`src/rtl/clause_array_ls_vs_list.sv`:
```
// Per-bin SAT state store: clause array, variable-state list and level-state list,
// with combinational clause-satisfaction status derived from the stored contents.
module clause_array_ls_vs_list #(
  parameter int unsigned NUM_CLAUSES      = 8,
  parameter int unsigned NUM_VARS         = 8,
  parameter int unsigned NUM_LVLS         = 8,
  parameter int unsigned WIDTH_BIN_ID     = 15,
  parameter int unsigned WIDTH_LVL        = 16,
  parameter int unsigned WIDTH_VAR_STATES = 19,
  parameter int unsigned WIDTH_LVL_STATES = 16
) (
  input  logic                                 clk,
  input  logic                                 rst,
  input  logic [NUM_CLAUSES-1:0]               wr_carray_i,
  input  logic [NUM_VARS*2-1:0]                clause_i,
  input  logic [NUM_CLAUSES-1:0]               rd_carray_i,
  output logic [NUM_VARS*2-1:0]                clause_o,
  input  logic [NUM_VARS-1:0]                  wr_var_states,
  input  logic [WIDTH_VAR_STATES*NUM_VARS-1:0] vars_states_i,
  output logic [WIDTH_VAR_STATES*NUM_VARS-1:0] vars_states_o,
  input  logic [NUM_LVLS-1:0]                  wr_lvl_states,
  input  logic [WIDTH_LVL_STATES*NUM_LVLS-1:0] lvl_states_i,
  output logic [WIDTH_LVL_STATES*NUM_LVLS-1:0] lvl_states_o,
  output logic [NUM_CLAUSES-1:0]               c_is_sat_o,
  output logic                                 all_c_is_sat_o
);

  localparam int unsigned ClauseW = NUM_VARS * 2;
  localparam int unsigned VarsW   = WIDTH_VAR_STATES * NUM_VARS;
  localparam int unsigned LvlsW   = WIDTH_LVL_STATES * NUM_LVLS;

  logic [ClauseW-1:0] clause_q [NUM_CLAUSES];
  logic [ClauseW-1:0] clause_d [NUM_CLAUSES];
  logic [ClauseW-1:0] rd_data_q, rd_data_d;
  logic [VarsW-1:0]   vars_q, vars_d;
  logic [LvlsW-1:0]   lvls_q, lvls_d;

  // Clause rows: every selected row takes the same write data.
  always_comb begin
    for (int i = 0; i < NUM_CLAUSES; i++) begin
      clause_d[i] = clause_q[i];
      if (wr_carray_i[i]) begin
        clause_d[i] = clause_i;
      end
    end
  end

  // Read returns the pre-write contents since it is built from clause_q.
  always_comb begin
    rd_data_d = '0;
    for (int i = 0; i < NUM_CLAUSES; i++) begin
      if (rd_carray_i[i]) begin
        rd_data_d = rd_data_d | clause_q[i];
      end
    end
  end

  always_comb begin
    vars_d = vars_q;
    for (int j = 0; j < NUM_VARS; j++) begin
      if (wr_var_states[j]) begin
        vars_d[WIDTH_VAR_STATES*j +: WIDTH_VAR_STATES] =
          vars_states_i[WIDTH_VAR_STATES*j +: WIDTH_VAR_STATES];
      end
    end
  end

  always_comb begin
    lvls_d = lvls_q;
    for (int k = 0; k < NUM_LVLS; k++) begin
      if (wr_lvl_states[k]) begin
        lvls_d[WIDTH_LVL_STATES*k +: WIDTH_LVL_STATES] =
          lvl_states_i[WIDTH_LVL_STATES*k +: WIDTH_LVL_STATES];
      end
    end
  end

  always_ff @(posedge clk or negedge rst) begin
    if (!rst) begin
      for (int i = 0; i < NUM_CLAUSES; i++) begin
        clause_q[i] <= '0;
      end
      rd_data_q <= '0;
      vars_q    <= '0;
      lvls_q    <= '0;
    end else begin
      for (int i = 0; i < NUM_CLAUSES; i++) begin
        clause_q[i] <= clause_d[i];
      end
      rd_data_q <= rd_data_d;
      vars_q    <= vars_d;
      lvls_q    <= lvls_d;
    end
  end

  // A literal counts only when it is 01/10; it is true when it matches the variable value.
  always_comb begin
    logic [1:0] lit;
    logic [1:0] val;
    logic       has_lit;
    logic       lit_true;
    lit        = '0;
    val        = '0;
    c_is_sat_o = '0;
    for (int i = 0; i < NUM_CLAUSES; i++) begin
      has_lit  = 1'b0;
      lit_true = 1'b0;
      for (int j = 0; j < NUM_VARS; j++) begin
        lit = clause_q[i][2*j +: 2];
        val = vars_q[WIDTH_VAR_STATES*j + WIDTH_VAR_STATES - 2 +: 2];
        if (lit == 2'b01 || lit == 2'b10) begin
          has_lit = 1'b1;
          if (lit == val) begin
            lit_true = 1'b1;
          end
        end
      end
      c_is_sat_o[i] = !has_lit || lit_true;
    end
  end

  assign all_c_is_sat_o = &c_is_sat_o;
  assign clause_o       = rd_data_q;
  assign vars_states_o  = vars_q;
  assign lvl_states_o   = lvls_q;

endmodule

```
`config.mk`:
```
export PLATFORM = sky130hd
export DESIGN_NAME = clause_array_ls_vs_list
export DESIGN_NICKNAME = d
export VERILOG_FILES = /design/src/rtl/clause_array_ls_vs_list.sv
export SDC_FILE = /design/constraint.sdc
export NUM_CORES = 1
export LEC_CHECK = 0
export ABC_CLOCK_PERIOD_IN_PS = 2550
export CAP_MARGIN = 20
export CORE_AREA = 2 2 250 252
export DETAILED_ROUTE_END_ITERATION = 7
export DIE_AREA = 0 0 252 254
export SYNTH_ARGS = -nofsm -noshare
export SYNTH_HDL_FRONTEND = slang
export SYNTH_SLANG_ARGS = --single-unit
export TNS_END_PERCENT = 30
```
`constraint.sdc`:
```
create_clock -name clk -period 2.55 [get_ports clk]
set_input_delay 0.51 -clock clk [delete_from_list [all_inputs] [get_ports clk]]
set_output_delay 0.51 -clock clk [all_outputs]
set_load 0.05 [all_outputs]
```
**After elaboration in Yosys (flattened, before gate mapping)**

Cells that the tools add are included.

- Word-level logic and storage cells: 505
- Bits in read-only memories: 0
- Latch bits: 0
- Output and inout port bits: 305
- Input bits: 330
- Memory bits (writable): 0
- Register bits after elaboration: 424
- Memories: 0

- Add/subtract/negate cells: 0
- Equal/unequal tests: 192
- Shift operators: 0
- $lt $le $gt $ge: 0
- Reductions and logical operators: 81
- Bitwise operators: 7
- Multiply operators: 0
- Multiplexer cells: 200
- Divide/modulo/power cells: 0

Operator list:

| cell | number |
|---|---|
| two-way mux 1 bit | 192 |
| == test 2 x 1 -> 1 bit, second input constant | 64 |
| == test 2 bit | 64 |
| == test 2 bit, second input constant | 64 |
| two-way mux 16 bit | 8 |
| OR 16 bit | 7 |
| logical OR 1 bit | 72 |
| zero test 1 bit | 8 |
| AND reduction 8 bit | 1 |

**Longest topological paths before layout**

- Depth after elaboration: 19
- Depth in mapped cells: 7

**Least setup slack after synthesis**

No wires, ideal clock.

- Kind: register -> output
- Start: register vars_q[55], in the netlist vars_states_o[55]
- End: output port all_c_is_sat_o
- Buffers on the path: 1
- Cell stages (with the launch flop): 8
- Setup slack: -0.498 ns
- Data arrival time: 2.538 ns
- Cells stage by stage: dfrtp_1 buf_4 nor2b_1 a32oi_1 and4_4 nand4_2 nand4_1 nor2_1

- Cells in the longest elaborated chain, start to end: 15
- Elaborated cells between the ends (all ways): 113

Ends and longest elaborated chain:

| item | line | source |
|---|---|---|
| start: declaration | 35 | `logic [VarsW-1:0] vars_q, vars_d;` |
| start signal: assignment | 91 | `vars_q <= vars_d;` |
| == test 2 bit * | 113 | `if (lit == val) begin` |
| two-way mux 1 bit * | 113 |  |
| two-way mux 1 bit * | 111 | `if (lit == 2'b01 \|\| lit == 2'b10) begin` |
| two-way mux 1 bit | 113 |  |
| two-way mux 1 bit * | 111 |  |
| two-way mux 1 bit | 113 |  |
| two-way mux 1 bit * | 111 |  |
| two-way mux 1 bit | 113 |  |
| two-way mux 1 bit * | 111 |  |
| two-way mux 1 bit | 113 |  |
| two-way mux 1 bit * | 111 |  |
| two-way mux 1 bit | 113 |  |
| two-way mux 1 bit * | 111 |  |
| logical OR 1 bit * | 118 | `c_is_sat_o[i] = !has_lit \|\| lit_true;` |
| net c_is_sat_o[2] | 24 | `output logic [NUM_CLAUSES-1:0] c_is_sat_o,` |
| AND reduction 8 bit * | 122 | `assign all_c_is_sat_o = &c_is_sat_o;` |
| end: declaration | 25 | `output logic all_c_is_sat_o` |

Mark *: on every way through the listed nets, which the timed path passes. The rest lies on a longest branch.

**Worst setup path after layout**

- Start: register vars_q[36], in the netlist vars_states_o[36]
- End: output port all_c_is_sat_o

- Cells in the longest elaborated chain, start to end: 17
- Elaborated cells between the ends (all ways): 129

Ends and longest elaborated chain:

| item | line |
|---|---|
| == test 2 bit | 113 |
| two-way mux 1 bit | 113 |
| two-way mux 1 bit | 111 |
| two-way mux 1 bit | 113 |
| two-way mux 1 bit | 111 |
| two-way mux 1 bit | 113 |
| two-way mux 1 bit | 111 |
| two-way mux 1 bit | 113 |
| two-way mux 1 bit | 111 |
| two-way mux 1 bit | 113 |
| two-way mux 1 bit | 111 |
| two-way mux 1 bit | 113 |
| two-way mux 1 bit | 111 |
| two-way mux 1 bit | 113 |
| two-way mux 1 bit | 111 |
| logical OR 1 bit | 118 |
| AND reduction 8 bit * | 122 |

Mark *: on every way between the ends. The rest lies on a longest branch, timed or not.

==> flow_metrics.env <==
export IMPL_post_synth_num_cell_types=42
export IMPL_period_needed_ps=3010
export IMPL_std_cell_rows=91
export IMPL_max_freq_mhz=332
export IMPL_firstDrtPassIters=6
export IMPL_area_growth_pct=56.6
export IMPL_irDropWorstVdd_uv=501
export IMPL_numCtsBuffers=50
export IMPL_ys_ff_latch=424
export IMPL_overflow=0
export IMPL_power_density_nw_per_um2=738
export IMPL_cp_end_kind="primary output"
export IMPL_slew_headroom_pct=54.9
export IMPL_clk_latency_ps=590
export IMPL_placed_area_sq_um=26600
export IMPL_grt_max_degree=84
export IMPL_port_buffers=634
export IMPL_hold_viol=0
export IMPL_drc=0
export IMPL_drt_vias_per_instance=5.01
export IMPL_drive_gt1_share_pct=35.4
export IMPL_slew_violations=0
export IMPL_syn_area_per_cell_sq_um=14.4
export IMPL_dp_hpwl_mm=53.8
export IMPL_finalWorstSetupSlack_ps=-465
export IMPL_globalplace_congestion=0.998
export IMPL_cts_tree="yes"
export IMPL_fin_nets=2381
export IMPL_antenna_found_initial=7
export IMPL_hold_ws_ps=435
export IMPL_clk_path_buf_depth=3
export IMPL_synth_edf_count=0
export IMPL_die_area_sq_um=64000
export IMPL_setup_tns_ps=-3320
export IMPL_path_class="reg2out"
export IMPL_worstPathRequired_ps=2040
export IMPL_period_share_pct=118
export IMPL_power_leakage_nw=11.8
export IMPL_clkSlewWorstSetupHoldPaths_ps=60
export IMPL_design_area_sq_um=29000
export IMPL_crit_fanout=7
export IMPL_die_h_um=254
export IMPL_die_w_um=252
export IMPL_cts_sinks=424
export IMPL_initial_core_util_pct=30.2
export IMPL_wire_per_inst_um=24.8
export IMPL_tightest_slew_ps=675
export IMPL_async_reset_ff_share_pct=100
export IMPL_htreeDepth=2
export IMPL_setup_viol=9
export IMPL_wirelength_mm=71.4
export IMPL_core_area_sq_um=61300
export IMPL_synthFlopType="dfrtp_1"
export IMPL_synth_nets=1615
export IMPL_num_io_pins=635
export IMPL_skew_ps=12.8
export IMPL_ant_nets=0
export IMPL_arrival_ps=2500
export IMPL_synth_cells=1285
export IMPL_drv_cap=0
export IMPL_hold_class="in2async"
export IMPL_crit_path_start_kind="flop"
export IMPL_status="finished with violations"
export IMPL_violations="setup timing"
export IMPL_fillers=5528
export IMPL_num_vias=14400
export IMPL_cts_root_buf="clkbuf_16"
export IMPL_drtIter0Drc=888
export IMPL_netlist_area_sq_um=18500
export IMPL_yosysWarnings=0
export IMPL_grt_pass1_vias=15500
export IMPL_grt_use_total_pct=21.6
export IMPL_yosysSeqAreaShare_pct=57.3
export IMPL_rsz0062_at_grt="yes"
export IMPL_grt_pass1_wl_mm=103
sequential cells by signal (all words and copies together), names as in the netlist:
register and cells:
clause_q 128, lvl_states_o 128, vars_states_o 152, clause_o 16
routing by layer:
layer | routed length (um) | GRT usage (%)
met1 | 27800 | 26.3
met2 | 36500 | 37.8
met3 | 5070 | 5.04
met4 | 2060 | 6.88
met5 | 48 | 0
area by class of cell:
type,instances,area [sq um],area share (%)
Antenna cell,3,7.51,0.0259
Clock buffer,76,1460,5.04
Clock inverter,15,199,0.687
Inverter,24,90.1,0.311
Multi-Input combinational cell,763,7960,27.5
Sequential cell,424,10600,36.7
Tap cell,790,988,3.41
Timing Repair Buffer,788,7640,26.4
kinds of logic after synthesis:
kind of cell	share of synthesized area, %
buffers and inverters	2.27
DFF	57.3
xor gates and xnor gates	2.84
AOI/OAI and AO/OA	4.17
and+or+nand+nor	8.91
muxes	24.5
cell usage in the layout, fill, tap and decap left out, drive strengths merged, types with 20 or more instances in the layout:
cell           instances
clkbuf                78
xnor2                 40
clkdlybuf4s50        612
xor2                  20
a22oi                 64
nand4                 35
dfrtp                424
and4bb                23
buf                  165
mux2                 402
inv                   26
nor2b                 24
nor4bb                54
cell usage after synthesis (all sizes together), types with 2 or more instances:
library cell  count  area [sq um]
mux2            402          4530
clkbuf           44           165
nand3             7          40.0
nor2             10          37.5
or3               5          56.3
a2111oi           6          85.1
a31oi            16           100
a22oi            64           480
xor2             20           175
nand2             9          33.8
nor4             16           106
buf              30           165
nor4bb           54           547
inv              24          90.1
nor2b            24           163
and2b             2          17.5
nand3b            9          67.6
o21ai             6          30.0
and4bb           23           288
xnor2            40           350
and4              2          20.0
dfrtp           424         10600
nand4            35           225
a32oi             8          70.1
path summary, 6_finish.rpt:
check,start,end,slack [ps],depth (start not counted)
max,vars_states_o[36]$_DFFE_PN0P_,all_c_is_sat_o,-460,9
min,rst,vars_states_o[34]$_DFFE_PN0P_,440,2
max reg2reg,clause_q[28]$_DFFE_PN0P_,clause_o[12]$_DFF_PN0_,1270,3
min reg2reg,vars_states_o[49]$_DFFE_PN0P_,vars_states_o[49]$_DFFE_PN0P_,500,1
max in group asynchronous,rst,clause_q[11]$_DFFE_PN0P_,1220,4
min in group clk,vars_states_o[49]$_DFFE_PN0P_,vars_states_o[49]$_DFFE_PN0P_,500,1
through the flow:
step | power [mW] | setup WS, ps | utilization (%) | std cells
4_1_cts | 21.5 | -496 | 46.8 | 2871
6_report | 21.4 | -465 | 47.3 | 2883
5_1_grt | 22.2 | -585 | 47.3 | 2882
3_3_place_gp | 14.0 | -74.6 | 43.5 | 2768
3_5_place_dp | 14.0 | -15.1 | 43.5 | 2768
2_1_floorplan | 11.2 | 0.845 | - | 1285
timing repair:
| action | 4_1_cts | 5_1_grt |
|---|---|---|
| setup endpoints to repair | 14 | 10 |
| hold buffers | 1 | 0 |
| pin swaps | 10 | 7 |
| resized for setup | 53 | 36 |
| hold endpoints to repair | 30 | 0 |
| cloned | 0 | 1 |
| buffers inserted | 11 | 10 |
power by group:
group | internal [mW] | switching, mW | total, mW | leakage, nW
logic | 2.64 | 3.45 | 6.09 | 6.07
clock network | 4.35 | 2.92 | 7.27 | 0.794
registers | 7.41 | 0.605 | 8.01 | 4.91
total | 14.4 | 6.98 | 21.4 | 11.8
critical path: stages, from the launching register on:
cell and delay (ps):
dfrtp_2 450, buf_8 140, nor4bb_1 50, buf_4 150, nor4_4 280, nand4_1 120, or3_4 350, nand4_1 170
nor2_4 60, buf_12 140
Power figures use the tool's default switching activity.
